**src/rtl/fridge_cmd_arbiter.sv**
```systemverilog
// fridge_cmd_arbiter: round-robin two-port command arbiter sequencing the fridge write lines.
// Optional FRIDGE_SHADOW_EN keeps per-target shadows and skips redundant writes.
module fridge_cmd_arbiter #(
  parameter int SETUP_CYC = 2,
  parameter int HOLD_CYC  = 3,
  parameter int FGT_MAX   = 10,
  parameter int FRT_MAX   = 24
) (
  input  logic       clk,
  input  logic       rst,
  input  logic       power_on,
  input  logic       req0_valid,
  input  logic       req1_valid,
  output logic       req0_ready,
  output logic       req1_ready,
  input  logic [2:0] req0_tgt,
  input  logic [2:0] req1_tgt,
  input  logic [4:0] req0_val,
  input  logic [4:0] req1_val,
  output logic       pwr,
  output logic       s0,
  output logic       s1,
  output logic       s2,
  output logic [4:0] inp,
  output logic       busy,
  output logic       done,
  output logic       err
);
  typedef enum logic [2:0] {IDLE, SETUP, WRITE, RELEASE, REJECT, SKIP} state_t;
  state_t st_q, st_d;
  logic [7:0] cnt_q, cnt_d;
  logic       ptr_q, ptr_d;
  logic [2:0] tgt_q, tgt_d;
  logic [1:0] sel_q, sel_d;
  logic       s2_q, s2_d, pwr_q, busy_q, done_q, err_q;
  logic [4:0] inp_q, inp_d;
  logic       gnt0, gnt1, acc, legal, skip;
  logic [2:0] a_tgt;
  logic [4:0] a_val;
`ifdef FRIDGE_SHADOW_EN
  logic [4:0] shd_q [5];
  assign skip = legal && shd_q[a_tgt] == a_val;
  always_ff @(posedge clk) begin
    if (rst) for (int i = 0; i < 5; i++) shd_q[i] <= '0;
    else if (st_d == RELEASE) shd_q[tgt_q] <= inp_q;
  end
`else
  assign skip = 1'b0;
`endif
  always_comb begin
    gnt1  = st_q == IDLE && power_on && req1_valid && (!req0_valid || ptr_q);
    gnt0  = st_q == IDLE && power_on && req0_valid && !gnt1;
    acc   = gnt0 | gnt1;
    a_tgt = gnt1 ? req1_tgt : req0_tgt;
    a_val = gnt1 ? req1_val : req0_val;
    legal = (a_tgt == 3'd0 && a_val >= 5'd1 && a_val <= 5'(FGT_MAX)) ||
            (a_tgt == 3'd1 && a_val >= 5'd1 && a_val <= 5'(FRT_MAX)) ||
            ((a_tgt == 3'd2 || a_tgt == 3'd3) && a_val <= 5'd3) ||
            (a_tgt == 3'd4 && a_val <= 5'd1);
  end
  always_comb begin
    st_d  = st_q;
    cnt_d = cnt_q;
    ptr_d = ptr_q;
    tgt_d = tgt_q;
    inp_d = inp_q;
    s2_d  = s2_q;
    if (st_q == IDLE) begin
      if (acc) begin
        ptr_d = gnt0;
        tgt_d = a_tgt;
        cnt_d = '0;
        st_d  = !legal ? REJECT : skip ? SKIP : SETUP;
        if (legal && !skip) begin
          inp_d = a_val;
          s2_d  = a_tgt == 3'd1 || a_tgt == 3'd3;
        end
      end
    end else if (!power_on) begin
      st_d = IDLE;
    end else begin
      case (st_q)
        SETUP: begin
          st_d  = cnt_q == 8'(SETUP_CYC - 1) ? WRITE : SETUP;
          cnt_d = cnt_q == 8'(SETUP_CYC - 1) ? '0 : cnt_q + 8'd1;
        end
        WRITE: begin
          st_d  = cnt_q == 8'(HOLD_CYC - 1) ? RELEASE : WRITE;
          cnt_d = cnt_q + 8'd1;
        end
        default: st_d = IDLE;
      endcase
    end
    sel_d = st_d == WRITE ? (tgt_q[2] ? 2'b10 : {1'b0, tgt_q[1]}) : 2'b11;
  end
  always_ff @(posedge clk) begin
    if (rst) begin
      st_q   <= IDLE;
      cnt_q  <= '0;
      ptr_q  <= 1'b0;
      tgt_q  <= '0;
      sel_q  <= 2'b11;
      s2_q   <= 1'b0;
      inp_q  <= '0;
      pwr_q  <= 1'b0;
      busy_q <= 1'b0;
      done_q <= 1'b0;
      err_q  <= 1'b0;
    end else begin
      st_q   <= st_d;
      cnt_q  <= cnt_d;
      ptr_q  <= ptr_d;
      tgt_q  <= tgt_d;
      sel_q  <= sel_d;
      s2_q   <= s2_d;
      inp_q  <= inp_d;
      pwr_q  <= power_on;
      busy_q <= st_d != IDLE;
      done_q <= st_d == RELEASE || st_d == SKIP;
      err_q  <= st_d == REJECT;
    end
  end
  assign req0_ready = gnt0;
  assign req1_ready = gnt1;
  assign {s1, s0}   = sel_q;
  assign s2         = s2_q;
  assign inp        = inp_q;
  assign pwr        = pwr_q;
  assign busy       = busy_q;
  assign done       = done_q;
  assign err        = err_q;
endmodule

```
**config.mk**
```make
export PLATFORM = sky130hd
export DESIGN_NAME = fridge_cmd_arbiter
export DESIGN_NICKNAME = d
export VERILOG_FILES = /design/src/rtl/fridge_cmd_arbiter.sv
export SDC_FILE = /design/constraint.sdc
export NUM_CORES = 1
export LEC_CHECK = 0
export CORE_MARGIN = 1
export CORE_UTILIZATION = 35
export DETAILED_ROUTE_END_ITERATION = 10
export PLACE_DENSITY_LB_ADDON = 0.05
export SETUP_SLACK_MARGIN = 0.05
export SYNTH_ARGS = -nofsm -noshare
export SYNTH_HDL_FRONTEND = slang
export SYNTH_SLANG_ARGS = --single-unit
```
**constraint.sdc**
```tcl
create_clock -name clk -period 4.7 [get_ports clk]
set_clock_uncertainty 0.05 [all_clocks]
set_input_delay 0.705 -clock clk [delete_from_list [all_inputs] [get_ports clk]]
set_output_delay 0.705 -clock clk [all_outputs]
set_load 0.01 [all_outputs]
```
# [After elaboration in Yosys (flattened, before gate mapping)]
# Index checks and enable logic that the tools add are counted.
[classes] muxes=15 bitwise=2 addsub=1 n_reduce_logical=29 eq_ne=13 order_cmp=5
[op_table] cell="$mux W8" count=4
[op_table] cell="$pmux W8 S2" count=1
[op_table] cell="$eq A3 B2 Y1 const B" count=5
[op_table] cell="$mux W3" count=4
[op_table] cell="$logic_and A1 B1 Y1" count=11
[op_table] cell="$eq A3 B3 Y1 const B" count=3
[op_table] cell="$add A8 B1 Y8 const B" count=1
[op_table] cell="$eq A8 B1 Y1 const B" count=1
[op_table] cell="$eq A8 B2 Y1 const B" count=1
[op_table] cell="$logic_or A1 B1 Y1" count=7
[op_table] cell="$eq A3 B1 Y1 const B" count=2
[op_table] cell="$logic_not A3 Y1" count=2
[op_table] cell="$mux W2" count=3
[op_table] cell="$reduce_and A3 Y1" count=2
[op_table] cell="$reduce_bool A3 Y1" count=2
[op_table] cell="$ge A5 B1 Y1 const B" count=1
[op_table] cell="$le A5 B1 Y1 const B" count=1
[op_table] cell="$le A5 B2 Y1 const B" count=1
[op_table] cell="$le A5 B4 Y1 const B" count=1
[op_table] cell="$le A5 B5 Y1 const B" count=1
[op_table] cell="$mux W5" count=1
[op_table] cell="$pmux W2 S2" count=1
[op_table] cell="$logic_not A1 Y1" count=2
[op_table] cell="$ne A2 B2 Y1 const B" count=1
[op_table] cell="other kinds (6)" count=6
[word_totals] input_bits=21 word_cells=76 ff_bits=27 output_inout_bits=14

# [Longest topological paths before layout]
# Gate-level depths: netlist (run 1).
[depth] ltp_word=17 ltp_mapped=7 ltp_nobuf=6

# [Worst setup path before layout (run 1)]
# OpenSTA, ideal clock, no wires.
[synth_path] path_kind="input port to flip-flop" startpoint="input port power_on" endpoint="register inp_q[0] (netlist: inp[0])" required_ns=4.529 path_slack_ns=2.429 arrival_ns=2.100 stages=7 path_cell_list="nor4b_4 > nand3_2 > buf_6 > a32o_1 > o211ai_2 > buf_6 > mux2_4"
[synth_between] elab_chain_len=11 elab_cells_between_ends=30 cone_classes="5 x order compare; 4 x eq/ne; 2 x mux; 1 x bitwise; 18 x reduce/logical"
[synth_rtl] element="from (decl)" line="11" rtl="input logic power_on,"
[synth_rtl] element="$logic_and A1 B1 Y1 *" line="51, 52"
[synth_rtl] element="$logic_and A1 B1 Y1 (2 in a row)" line="51" rtl="gnt1 = st_q == IDLE && power_on && req1_valid && (!req0_valid || ptr_q);"
[synth_rtl] element="$mux W5 / $mux W3 (equally long branches)" line="55, 54"
[synth_rtl] element="$ge A5 B1 Y1, or another cell as far along" line="56, 57"
[synth_rtl] element="$logic_and A1 B1 Y1 (on tied branches) (2 in a row)" line="56, 57"
[synth_rtl] element="$logic_or A1 B1 Y1" line="56" rtl="legal = (a_tgt == 3'd0 && a_val >= 5'd1 && a_val <= 5'(FGT_MAX)) ||"
[synth_rtl] element="$logic_or A1 B1 Y1" line="57" rtl="(a_tgt == 3'd1 && a_val >= 5'd1 && a_val <= 5'(FRT_MAX)) ||"
[synth_rtl] element="$logic_or A1 B1 Y1" line="58" rtl="((a_tgt == 3'd2 || a_tgt == 3'd3) && a_val <= 5'd3) ||"
[synth_rtl] element="$reduce_and A3 Y1 (no source line)"
[synth_rtl] element="to (signal assigned)" line="116" rtl="inp_q <= inp_d;"
[synth_rtl] element="to (decl)" line="36" rtl="logic [4:0] inp_q, inp_d;"
# Mark *: on every way between the ends. The rest lies on a longest branch, timed or not.
# A chain may end at the register's enable or synchronous reset.

# [Worst setup path after layout (run 1)]
[layout_path] startpoint="input port power_on" endpoint="output port req1_ready"
[layout_between] elab_chain_len=3
[layout_rtl] element="$logic_and A1 B1 Y1 (3 in a row)" line="51"
[layout_rtl] element="to (decl)" line="15" rtl="output logic req1_ready,"
# No other way between the ends.

==> results of run 1 <==
-- per-layer routing --
metal	track usage, %	vias to the layer above	share of wire, %
met5	0	-	0
met4	6.12	0	2.0
met3	4.11	6	4.4
met2	30.1	31	50
met1	19.3	597	44
li1	-	649	-
-- cell type report --
| class | instances | share of cell area (%) |
|---|---|---|
| Multi-Input combinational cell | 123 | 46.9 |
| Sequential cell | 26 | 27.6 |
| Timing Repair Buffer | 34 | 18.0 |
| Tap cell | 50 | 3.32 |
| Clock buffer | 4 | 2.92 |
| Inverter | 6 | 1.19 |
-- power breakdown --
group          switching (W)  internal [W]  total [W]
Combinational      0.0000457     0.0000471  0.0000928
Sequential        0.00000575      0.000228   0.000233
Clock              0.0000719     0.0000749   0.000147
-- registers in the layout, summed over array words and instances (netlist names), 2 cells and up --
| register | count |
|---|---|
| cnt_q | 8 |
| inp | 5 |
| st_q | 3 |
| sel_q | 2 |
| tgt_q | 2 |
-- worst max-delay path, delay by kind of cell --
family,cells,cell delay [ns]
buffers and inverters,3,1.22
and+or+nand+nor,2,0.71
-- stage by stage --
stage	util, %	area (um^2)	std cells	hold WS, ns	total power (W)
floorplan	-	1460	160	0.394	0.000291
global placement	45.8	1830	239	0.413	0.000330
detailed placement	45.8	1830	239	0.422	0.000332
CTS	47.2	1890	243	0.442	0.000476
global route	47.2	1890	243	0.470	0.000496
finish	47.2	1890	243	0.440	0.000473
-- cell usage in the layout (no fill, tap or decap), drive strengths merged, types with 2 or more instances in the layout --
cell type       n
clkdlybuf4s50  34
dfxtp          26
nor2           19
nor2b           9
a21oi           9
mux2i           8
inv             6
nand2           6
nand2b          5
nand4           5
o21ai           5
mux2            5
or3             4
xor2            4
clkbuf          4
a211oi          4
nor4            3
nor3            3
ha              3
nand3           3
a21o            2
maj3            2
o22ai           2
a32o            2
a21boi          2
-- synth_stat cells (3+ instances only) --
cell type and number:
sky130_fd_sc_hd__dfxtp_1 26, sky130_fd_sc_hd__nor2_1 19, sky130_fd_sc_hd__a21oi_1 9, sky130_fd_sc_hd__nor2b_1 9, sky130_fd_sc_hd__mux2i_1 7, sky130_fd_sc_hd__inv_1 6, sky130_fd_sc_hd__nand2_1 6, sky130_fd_sc_hd__nand2b_1 5
sky130_fd_sc_hd__nand4_1 5, sky130_fd_sc_hd__o21ai_0 5, sky130_fd_sc_hd__mux2_4 4, sky130_fd_sc_hd__or3_1 4, sky130_fd_sc_hd__xor2_1 4, sky130_fd_sc_hd__a211oi_1 3, sky130_fd_sc_hd__ha_1 3, sky130_fd_sc_hd__nor3_1 3
sky130_fd_sc_hd__nor4_1 3
-- cells by family after synthesis --
| kind of cell | count (synthesis) | synth area share, % |
|---|---|---|
| AND/OR/NAND/NOR | 64 | 24.5 |
| AO/OA/AOI/OAI | 36 | 17.9 |
| flip-flops | 26 | 35.6 |
| multiplexers | 13 | 11.2 |
| buffers and inverters | 11 | 3.93 |
| XOR/XNOR | 5 | 2.99 |
| adder cells (fa/ha/maj) | 5 | 3.93 |
-- worst min-delay path by stage --
stage / from / end / slack [ns] / cells past startpoint
3_3_place_gp: tgt_q[2] / sel_q[1] / 0.41 / 1
6_report: tgt_q[2] / sel_q[1] / 0.44 / 1
5_1_grt: tgt_q[2] / sel_q[1] / 0.47 / 1
2_1_floorplan: tgt_q[2] / sel_q[1] / 0.39 / 1
4_1_cts: tgt_q[2] / sel_q[1] / 0.44 / 1
3_5_place_dp: tgt_q[2] / sel_q[1] / 0.42 / 1
==> flow_summary.rst, run 1 <==
.. list-table::
   :header-rows: 1

   * - Metric
     - Value
   * - Combined area of the multi-input logic cells
     - 886 um^2
   * - Antenna violation net count after detailed routing
     - 0
   * - Type of the worst min-delay path
     - reg2reg
   * - Required time worst endpoint
     - 3.94 ns
   * - Standard-cell rows
     - 23
   * - Critical R2R Capture
     - inp[2]
   * - Slowest library cell on the worst path
     - sky130_fd_sc_hd__clkdlybuf4s50_1
   * - Sequential element share of the synthesized area
     - 35.6%
   * - Count of inserted antenna diode cells
     - 0
   * - Share of flip-flops with an asynchronous set or reset
     - 0%
   * - Number of distinct library cells after synthesis
     - 49
   * - Latest clock arrival within the worst-skew pair
     - 0.27 ns
   * - Ports placed on the boundary
     - 35
   * - Worst-case vdd ir drop
     - 0.000155 V
   * - CTS clk-pin slew, worst paths
     - 0.09 ns
   * - CP most frequent cell
     - sky130_fd_sc_hd__clkdlybuf4s50_1
   * - Most common flop cell mapped by yosys
     - sky130_fd_sc_hd__dfxtp_1
   * - Vias in the first global route
     - 1246
   * - Result of the run
     - complete, no violations
   * - # hold bufs at CTS
     - 0
   * - Number of max-cap violations
     - 0
   * - Port Buffer Count
     - 34
   * - Element type at the critical path start
     - primary input
   * - Number of storage elements in the synthesis netlist
     - 26
   * - Startpoint of the worst register-to-register path
     - st_q[1]
   * - Stage delay of the slowest cell on the critical path
     - 0.55 ns
   * - CTS Buf Count
     - 3
   * - Area growth syn-to-layout
     - 28.9%
   * - Vert. Die Dim
     - 66.7 um
   * - Total DRC errors in the routed layout
     - 0
   * - Final net count
     - 218
   * - Worst Setup EP
     - req1_ready
   * - Worst relative slew slack
     - 52.1%
   * - Initial core utilization
     - 36.6%
   * - 1st-pass router iterations
     - 4
   * - Crit Path Category
     - in2out
   * - Wire length of the first global-routing pass
     - 5620 um
   * - Maximum clock frequency
     - 295 MHz
   * - Largest area contributor in the netlist
     - sky130_fd_sc_hd__dfxtp_1
   * - Final Slew Violations
     - 0
   * - Drt via density
     - 5.28
   * - Antenna violations before repair
     - 0
   * - Crit-path cells
     - clkdlybuf4s50_1 -> nor4b_4 -> nand3_2 -> inv_1 -> clkdlybuf4s50_1
   * - Setup TNS
     - 0 ns
   * - Tightest Pin Transition
     - 0.717 ns
   * - Kind of end point of the critical path
     - output port
   * - Buffer levels on the longest clock path
     - 2
   * - Number of buffers inserted by post-CTS setup repair
     - 0
   * - Leading cell types by total area after synthesis
     - sky130_fd_sc_hd__dfxtp_1 36%, sky130_fd_sc_hd__nor2_1 4.9%, sky130_fd_sc_hd__mux2i_1 4.8%, sky130_fd_sc_hd__mux2_4 4.1%, sky130_fd_sc_hd__nor2b_1 3.8%
   * - Number of nets in the synthesized netlist
     - 184
   * - Core area
     - 4000 um^2
   * - Routed WL per cell
     - 14.1 um
   * - Ratio of cells with drive above 1 in the final layout
     - 8.29%
   * - CTS tree
     - built
   * - Reg-to-reg slack, setup
     - 2.11 ns
   * - Largest net degree at the start of global routing
     - 21
   * - Gates resized, CTS repair
     - 0
   * - Cell area after synthesis
     - 1460 um^2
   * - Number of flops mapped to enable cells by yosys
     - 0
   * - Power Dens Cells
     - 251 nW/um^2
   * - X dimension of the die
     - 66.7 um
   * - GRT overflow
     - 0
   * - Final-layout fill cell count
     - 378
   * - Final worst setup slack
     - 1.31 ns
   * - Highest fanout seen on the critical path
     - 10
   * - 1st-iter DRT viols
     - 52
   * - Overall routed net length
     - 3420 um
   * - Synth top area share
     - 35.6%
   * - Half-perimeter wire length after placement
     - 2660 um
   * - Hold Vio Cnt, Final
     - 0
   * - Clock sinks
     - 26
   * - Routed via count
     - 1283
   * - Worst R2R Path Depth
     - 5
   * - Leak
     - 0.723 nW
   * - Warnings, synthesis
     - 0
   * - Final setup violation count
     - 0
   * - Max H-tree Level
     - 1
   * - Routability Congestion
     - 0.892
   * - Area of the die
     - 4440 um^2
   * - Cells after synthesis
     - 160
   * - Tot GR Track Use
     - 16.9%
   * - Unrepaired setup endpoints after global routing
     - no
   * - Period utilisation layout
     - 72.0%
   * - Synth Area per Inst
     - 9.15 um^2
   * - Critical Path Source
     - power_on
   * - WP data arrival
     - 2.63 ns
   * - Clk Tree Root Cell
     - sky130_fd_sc_hd__clkbuf_8
   * - Post-layout min period
     - 3.39 ns
   * - Area of all sequential standard cells
     - 520 um^2
   * - Worst slack after detailed placement
     - 1.33 ns
Note: power is estimated with default switching activity, not from simulation.
==> run 2: changes to the inputs <==
- clock period: 4.7 -> 2.89 ns (I/O delays scaled with it)
==> run 2 against run 1 <==
- combinational power rose by 68%
- total power increased by 62%
- design area grew 2.0%
- critical endpoint unchanged
- largest power group unchanged
==> flow_summary.rst, run 2 (same netlist as run 1, synthesis figures left out) <==
.. list-table::
   :header-rows: 1

   * - Metric
     - Value
   * - CTS clk-pin slew, worst paths
     - 0.09 ns (about the same)
   * - Number of buffers inserted by post-CTS setup repair
     - 0 (unchanged)
   * - Required time worst endpoint
     - 2.41 ns (-1.53 ns)
   * - Final design area excluding fillers
     - 1920 um^2 (+2.0%)
   * - Buffer levels on the longest clock path
     - 2 (unchanged)
   * - Clock network power share
     - 30.2% (-0.8 points)
   * - Tot GR Track Use
     - 16.0% (-0.91 points)
   * - Vias in the first global route
     - 1159 (-7.0%)
   * - Switching power summed over all nets
     - 0.000193 W (+57%)
   * - Dpl cells
     - 244 (+2.1%)
   * - X dimension of the die
     - 66.7 um (unchanged)
   * - Final Slew Violations
     - 0 (unchanged)
   * - Setup TNS
     - 0 ns (unchanged)
   * - Maximum clock frequency
     - 389 MHz
   * - Routed WL per cell
     - 13.4 um (-4.5%)
   * - Routability Congestion
     - 0.853 (-4.4%)
   * - Combined area of the multi-input logic cells
     - 886 um^2 (unchanged)
   * - Hold Vio Cnt, Final
     - 0 (unchanged)
   * - Portion of total power attributed to combinational logic
     - 20.3% (+0.7 points)
   * - Antenna violations before repair
     - 0 (unchanged)
   * - Post-layout instance count excluding filler cells
     - 248 (+2.1%)
   * - Final setup violation count
     - 0 (unchanged)
   * - Unrepaired setup endpoints after global routing
     - no
   * - # hold bufs at CTS
     - 0 (unchanged)
   * - Half-perimeter wire length after placement
     - 2640 um (-0.90%)
   * - Result of the run
     - complete, no violations
   * - Flop pwr share
     - 49.5% (+0.2 points)
   * - 1st-iter DRT viols
     - 35 (-33%)
   * - Area of the die
     - 4440 um^2 (unchanged)
   * - 1st-pass router iterations
     - 4 (unchanged)
   * - CTS Buf Count
     - 3 (unchanged)
   * - Max H-tree Level
     - 1 (unchanged)
   * - Most flop-heavy register
     - cnt_q
   * - Post-layout min period
     - 2.57 ns
   * - Vert. Die Dim
     - 66.7 um (unchanged)
   * - Area growth syn-to-layout
     - 31.5%
   * - Final-layout fill cell count
     - 380 (+0.53%)
   * - Initial core utilization
     - 36.6% (unchanged)
   * - Kind of end point of the critical path
     - output port
   * - Switching Share
     - 25.2% (-0.89 points)
   * - Crit Path Category
     - in2out
   * - CTS tree
     - built
   * - Internal portion of total power
     - 0.000574 W (+64%)
   * - Commonest cells after routing, fill and taps aside
     - 34 x sky130_fd_sc_hd__clkdlybuf4s50_1, 26 x sky130_fd_sc_hd__dfxtp_1, 19 x sky130_fd_sc_hd__nor2_1, 9 x sky130_fd_sc_hd__nor2b_1, 9 x sky130_fd_sc_hd__a21oi_1
   * - Period utilisation layout
     - 89.1%
   * - Worst relative slew slack
     - 64.1% (+12 points)
   * - Largest net degree at the start of global routing
     - 17 (-19%)
   * - GRT overflow
     - 0 (unchanged)
   * - Highest fanout seen on the critical path
     - 6 (-4)
   * - Total DRC errors in the routed layout
     - 0 (unchanged)
   * - Port Buffer Count
     - 34 (unchanged)
   * - Power Dens Cells
     - 398 nW/um^2 (+59%)
   * - Clk Tree Root Cell
     - sky130_fd_sc_hd__clkbuf_8
   * - Worst slack after detailed placement
     - 0.266 ns (-1.07 ns)
   * - Overall power after layout
     - 0.000767 W (+62%)
   * - Area of all sequential standard cells
     - 520 um^2 (unchanged)
   * - Element type at the critical path start
     - primary input
   * - Post-place instance area
     - 1870 um^2 (+2.0%)
   * - Drt via density
     - 5.02 (-4.8%)
   * - Number of max-cap violations
     - 0 (unchanged)
   * - Standard-cell rows
     - 23 (unchanged)
   * - Latest clock arrival within the worst-skew pair
     - 0.26 ns (about the same)
   * - Antenna violation net count after detailed routing
     - 0 (unchanged)
   * - Type of the worst min-delay path
     - reg2reg
   * - Ports placed on the boundary
     - 35 (unchanged)
   * - Max FFs per register
     - 8 (unchanged)
   * - Wire length of the first global-routing pass
     - 5370 um (-4.5%)
   * - Count of inserted antenna diode cells
     - 0 (unchanged)
   * - Overall routed net length
     - 3330 um (-2.6%)
   * - Core area
     - 4000 um^2 (unchanged)
   * - Worst-case vdd ir drop
     - 0.000242 V (+56%)
   * - Ratio of cells with drive above 1 in the final layout
     - 10.6% (+2.3 points)
   * - Most common cell after layout, fill and taps aside
     - sky130_fd_sc_hd__clkdlybuf4s50_1
   * - Final worst setup slack
     - 0.316 ns (-0.997 ns)
   * - Final net count
     - 223 (+2.3%)
   * - Clock sinks
     - 26 (unchanged)
   * - Tightest Pin Transition
     - 0.533 ns (-0.184 ns)
   * - Leak
     - 0.746 nW (+3.2%)
   * - Gates resized, CTS repair
     - 0 (unchanged)
   * - Routed via count
     - 1246 (-2.9%)
   * - WP data arrival
     - 2.09 ns (-0.54 ns)
==> run 2: cell count changes in the layout (fill, tap and decap cells not counted), sizes merged <==
cell	before	now
buf	0	5
==> run 2: cell type report <==
type / instances / share of cell area [%]
flip-flops and latches: 26 / 27.0
inverters: 6 / 1.17
clock buffers: 4 / 2.86
repair buffers: 39 / 19.6
multi-input cells: 123 / 46.0
well taps: 50 / 3.25
==> run 2: through the flow <==
stage	utilization, %	hold WS, ns
after floorplan	-	0.394
after global placement	46.7	0.416
after detailed placement	46.7	0.414
after CTS	48.1	0.436
after global routing	48.1	0.463
final	48.1	0.433
==> run 2: critical path, cell delays in order <==
cell	delay, ns
sky130_fd_sc_hd__clkdlybuf4s50_1	0.49
sky130_fd_sc_hd__nor4b_4	0.24
sky130_fd_sc_hd__nand3_2	0.23
sky130_fd_sc_hd__inv_1	0.15
sky130_fd_sc_hd__clkdlybuf4s50_1	0.54
==> run 2: final timing paths <==
path             from         end  slack (ns)  cells after the start
max          power_on  req1_ready        0.32                      5
min          tgt_q[2]    sel_q[1]        0.43                      1
max reg2reg   st_q[1]      inp[2]        0.76                      6
min reg2reg  tgt_q[2]    sel_q[1]        0.43                      1
==> run 2: layer usage <==
metal | track usage [%] | part of all wire [%] | vias to the layer above
met5 | 0 | 0 | -
met4 | 3.19 | 0.63 | 0
met3 | 3.94 | 3.2 | 2
met2 | 28.2 | 49 | 19
met1 | 19.5 | 47 | 566
li1 | - | - | 659
==> run 2: power by group through the flow <==
stage	combinational, W	sequential, W	clock [W]
6_report	0.000156	0.000380	0.000231
5_1_grt	0.000170	0.000381	0.000258
3_3_place_gp	0.000155	0.000387	0
2_1_floorplan	0.0000848	0.000388	0
4_1_cts	0.000157	0.000380	0.000239
3_5_place_dp	0.000156	0.000388	0
==> run 3: changes to the inputs <==
- HOLD_SLACK_MARGIN: unset -> 0.15
- PLACE_DENSITY: unset -> 0.66
- PLACE_DENSITY_LB_ADDON: 0.05 -> unset
==> run 3 against run 2 <==
- register-to-register slack hardly changed
- worst setup slack gained 0.0060 ns
- non-clock buffer count grew 1
- first-iteration DRC count decreased by 14%
- via count decreased by 0.72%
- flip-flop and latch count stayed put
- hold slack gained 0.012 ns
- design area rose by 1.2%
- critical path type unchanged
- critical endpoint unchanged
- largest cell class unchanged
==> flow_summary.rst, run 3 (same netlist as run 1, synthesis figures left out) <==
.. list-table::
   :header-rows: 1

   * - Metric
     - Value
   * - Crit Path Category
     - in2out
   * - Stage delay of the slowest cell on the critical path
     - 0.54 ns (about the same)
   * - Overall routed net length
     - 3030 um (-8.9%)
   * - Leak
     - 0.757 nW (+1.5%)
   * - Tightest Pin Transition
     - 0.490 ns (-0.0433 ns)
   * - Antenna violation net count after detailed routing
     - 0 (unchanged)
   * - Vert. Die Dim
     - 66.7 um (unchanged)
   * - CTS tree
     - built
   * - Critical R2R Capture
     - inp[2]
   * - 1st-iter DRT viols
     - 30 (-14%)
   * - WP data arrival
     - 2.08 ns (about the same)
   * - Max FFs per register
     - 8 (unchanged)
   * - Routed WL per cell
     - 12.2 um (-9.3%)
   * - Drt via density
     - 4.97 (-1.1%)
   * - Routability Congestion
     - 0.773 (-9.4%)
   * - Vias in the first global route
     - 1154 (-0.43%)
   * - Period utilisation layout
     - 88.8% (-0.21 points)
   * - Crit-path cells
     - clkdlybuf4s50_1 -> nor4b_4 -> nand3_2 -> inv_1 -> clkdlybuf4s50_1
   * - Worst-case vdd ir drop
     - 0.000179 V (-26%)
   * - Element type at the critical path start
     - primary input
   * - Post-layout min period
     - 2.57 ns (-0.00597 ns)
   * - Hold Vio Cnt, Final
     - 0 (unchanged)
   * - Total DRC errors in the routed layout
     - 0 (unchanged)
   * - Largest net degree at the start of global routing
     - 16 (-1)
   * - Highest fanout seen on the critical path
     - 6 (unchanged)
   * - X dimension of the die
     - 66.7 um (unchanged)
   * - 1st-pass router iterations
     - 4 (unchanged)
   * - Max H-tree Level
     - 1 (unchanged)
   * - Initial core utilization
     - 36.6% (unchanged)
   * - Kind of end point of the critical path
     - output port
   * - Result of the run
     - complete, no violations
   * - Reg-to-reg slack, setup
     - 0.76 ns (about the same)
   * - CP most frequent cell
     - sky130_fd_sc_hd__clkdlybuf4s50_1
   * - Area of the die
     - 4440 um^2 (unchanged)
   * - Commonest cells after routing, fill and taps aside
     - 34 x sky130_fd_sc_hd__clkdlybuf4s50_1, 26 x sky130_fd_sc_hd__dfxtp_1, 19 x sky130_fd_sc_hd__nor2_1, 9 x sky130_fd_sc_hd__nor2b_1, 9 x sky130_fd_sc_hd__a21oi_1
   * - Area of all sequential standard cells
     - 520 um^2 (unchanged)
   * - # hold bufs at CTS
     - 0 (unchanged)
   * - Clock sinks
     - 26 (unchanged)
   * - Final-layout fill cell count
     - 378 (-0.53%)
   * - Slowest library cell on the worst path
     - sky130_fd_sc_hd__clkdlybuf4s50_1
   * - Buffer levels on the longest clock path
     - 2 (unchanged)
   * - Maximum clock frequency
     - 389 MHz (+0.23%)
   * - GRT overflow
     - 0 (unchanged)
   * - Post-place instance area
     - 1880 um^2 (+0.40%)
   * - Capture endpoint of the worst hold path
     - sel_q[1]
   * - Ports placed on the boundary
     - 35 (unchanged)
   * - Power Dens Cells
     - 429 nW/um^2 (+7.6%)
   * - Crit path buf inv count
     - 3 (unchanged)
   * - Dpl cells
     - 245 (+0.41%)
   * - Standard-cell rows
     - 23 (unchanged)
   * - Startpoint of the worst register-to-register path
     - st_q[1]
   * - Required time worst endpoint
     - 2.41 ns (about the same)
   * - Latest clock arrival within the worst-skew pair
     - 0.27 ns (about the same)
   * - Post-layout instance count excluding filler cells
     - 249 (+0.40%)
   * - Antenna violations before repair
     - 0 (unchanged)
   * - Worst R2R Path Depth
     - 6 (unchanged)
   * - Tot GR Track Use
     - 15.4% (-0.63 points)
   * - Final net count
     - 224 (+0.45%)
   * - CTS Buf Count
     - 3 (unchanged)
   * - Final design area excluding fillers
     - 1950 um^2 (+1.2%)
   * - Hold path cells
     - 1 (unchanged)
   * - Final Slew Violations
     - 0 (unchanged)
   * - Wire length of the first global-routing pass
     - 5170 um (-3.7%)
   * - CTS clk-pin slew, worst paths
     - 0.09 ns (about the same)
   * - Type of the worst min-delay path
     - reg2reg
   * - Combined area of the multi-input logic cells
     - 886 um^2 (unchanged)
   * - Ratio of cells with drive above 1 in the final layout
     - 11.1% (+0.45 points)
   * - Number of max-cap violations
     - 0 (unchanged)
   * - Count of inserted antenna diode cells
     - 0 (unchanged)
   * - Number of buffers inserted by post-CTS setup repair
     - 0 (unchanged)
   * - Unrepaired setup endpoints after global routing
     - no
   * - Most flop-heavy register
     - cnt_q
   * - Final setup violation count
     - 0 (unchanged)
   * - Source of the worst hold timing path
     - tgt_q[2]
   * - Largest delay contributor family on the critical path
     - buffers and inverters
   * - Port Buffer Count
     - 34 (unchanged)
   * - Worst relative slew slack
     - 67.1% (+2.9 points)
   * - Gates resized, CTS repair
     - 0 (unchanged)
   * - Half-perimeter wire length after placement
     - 2430 um (-7.9%)
   * - Clk Tree Root Cell
     - sky130_fd_sc_hd__clkbuf_8
   * - Most common cell after layout, fill and taps aside
     - sky130_fd_sc_hd__clkdlybuf4s50_1
   * - Routed via count
     - 1237 (-0.72%)
   * - Setup TNS
     - 0 ns (unchanged)
   * - Core area
     - 4000 um^2 (unchanged)
   * - Area growth syn-to-layout
     - 33.1%
[run 3: cell types whose count changed in the layout (fill, tap and decap cells not counted)]
cell and change:
sky130_fd_sc_hd__buf_4 +1, sky130_fd_sc_hd__clkbuf_8 -1, sky130_fd_sc_hd__bufinv_16 +1
[run 3: layout make-up]
cell class	count	area share, %
Multi-Input combinational cell	123	45.5
Sequential cell	26	26.7
Timing Repair Buffer	40	19.8
Tap cell	50	3.21
Clock buffer	3	2.12
Clock inverter	1	1.54
Inverter	6	1.16
[run 3: routing by layer]
layer	global-route usage [%]	share of wire, %
met5	0	0
met4	6.38	1.5
met3	2.57	3.6
met2	25.6	47
met1	19.3	48
[run 3: how the worst max path moves through the flow]
stage / startpoint / to / cells past startpoint
final: power_on / req1_ready / 5
after global routing: power_on / req1_ready / 5
after CTS: power_on / req1_ready / 5
after detailed placement: power_on / inp[2] / 7
after global placement: power_on / inp[2] / 7
after floorplan: st_q[1] / inp[0] / 7
[run 3: where the power goes]
group	internal [W]	leakage [nW]	switching, W	total, W
clock	0.000185	0.0357	0.000116	0.000301
sequential	0.000370	0.211	0.00000898	0.000379
combinational	0.0000823	0.510	0.0000723	0.000155
total	0.000638	0.757	0.000197	0.000835
[run 3: per-stage QoR]
stage                     utilization (%)  hold slack (ns)  setup WS (ns)  total power, W
after detailed placement             46.9            0.418          0.275        0.000543
after floorplan                         -            0.394          0.868        0.000473
after global routing                 48.7            0.469          0.212        0.000879
after CTS                            48.7            0.443          0.298        0.000845
after global placement               46.9            0.421          0.299        0.000543
final                                48.7            0.445          0.322        0.000835
==> RTL change (settings of run 1) <==
The 6 states of `state_t` get a one-hot encoding in 6 bits.
--- a/src/rtl/fridge_cmd_arbiter.sv
+++ b/src/rtl/fridge_cmd_arbiter.sv
@@ -28,3 +28,3 @@
 );
-  typedef enum logic [2:0] {IDLE, SETUP, WRITE, RELEASE, REJECT, SKIP} state_t;
+  typedef enum logic [5:0] {IDLE = 6'b000001, SETUP = 6'b000010, WRITE = 6'b000100, RELEASE = 6'b001000, REJECT = 6'b010000, SKIP = 6'b100000} state_t;
   state_t st_q, st_d;
Check against the original RTL: same outputs for any inputs over 10 cycles, from zero or initial values and one cycle with rst high; not proved beyond that.
==> RTL change against run 1 <==
Power rose by 11%. Register-to-register slack lost 0.03 ns. Sequential cell count grew 3. Setup slack gained 0.018 ns. Wire length increased by 3.5%. Design area is 7.0% higher. Area after synthesis increased by 6.5%. Critical path type unchanged.
==> RTL change: results (changes against run 1) <==
- FF/Latch Area: 581 sq um (+12%)
- Critical R2R Capture: inp[4]
- Outcome: finished clean
- Vias in the first global route: 1251 (+0.40%)
- Number of vias per cell: 5.25 (-0.50%)
- Routed metal-1 wirelength: 1.78 mm (+19%)
- H-Tree Level Count: 2 (+1)
- GP Congestion: 0.788 (-12%)
- Fraction of synthesized area in multiplexers: 0.00642 (-0.106)
- Grt met3 use: 0.0411 (about the same)
- Post-synthesis adder-cell area fraction: 0.0241 (-0.0152)
- Final worst path period need: 3.37 ns (-0.0177 ns)
- GR Util met1: 0.228 (+0.0351)
- Reg-to-reg setup timing slack: 2.08 ns (-0.03 ns)
- Net count of the finished layout: 245 (+12%)
- Clock-pin slew reported for the worst setup and hold paths after clock tree synthesis: 0.06 ns (-0.03 ns)
- Uppermost routed layer: met3
- Relative area of clock buffers and inverters in the final design: 0.0397 (+0.0105)
- Routed length on met2: 1.59 mm (-6.8%)
- Static leakage power: 0.688 nW (-4.8%)
- Total clock buffers created by CTS: 5 (+2)
- Clock buffer cells: 8 (+4)
- Non-clock inverter count in the final layout: 13 (+7)
- Routed Wire Length: 3.54 mm (+3.5%)
- Layout filler cell count: 403 (+6.6%)
- Maximum vdd drop: 0.000168 V (+8.4%)
RTL change: cell count changes in the layout (fill, tap and decap cells not counted), moves of 4 or more:
| cell | change |
|---|---|
| sky130_fd_sc_hd__a211oi_2 | +5 |
| sky130_fd_sc_hd__mux2_4 | -4 |
| sky130_fd_sc_hd__nor2b_1 | -6 |
| sky130_fd_sc_hd__inv_1 | +6 |
| sky130_fd_sc_hd__nor2_1 | +6 |
| sky130_fd_sc_hd__mux2i_1 | -6 |
| sky130_fd_sc_hd__a21oi_1 | +8 |
| sky130_fd_sc_hd__nand2_1 | +8 |
RTL change: worst min-delay path by stage:
stage	end	from	cells past startpoint	slack [ns]
3_5_place_dp	sel_q[0]	tgt_q[2]	1	0.39
5_1_grt	sel_q[1]	tgt_q[2]	1	0.41
4_1_cts	sel_q[0]	tgt_q[2]	1	0.40
3_3_place_gp	sel_q[0]	tgt_q[2]	1	0.39
2_1_floorplan	sel_q[0]	tgt_q[2]	1	0.38
6_report	sel_q[0]	tgt_q[2]	1	0.40
RTL change: power breakdown:
part / leakage [nW] / switching (mW) / internal (mW)
registers: 0.235 / 0.00488 / 0.252
logic: 0.413 / 0.0382 / 0.0373
clock network: 0.0395 / 0.0890 / 0.105
total: 0.688 / 0.132 / 0.394
RTL change: metrics by stage:
stage / cell area (sq um) / std cells / power [mW] / hold WS, ns / util
floorplan: 1560 / 184 / 0.300 / 0.375 / -
global placement: 1940 / 264 / 0.337 / 0.392 / 0.468
detailed placement: 1940 / 264 / 0.337 / 0.392 / 0.468
CTS: 2020 / 272 / 0.531 / 0.400 / 0.487
global route: 2020 / 272 / 0.554 / 0.414 / 0.487
finish: 2020 / 272 / 0.526 / 0.398 / 0.487
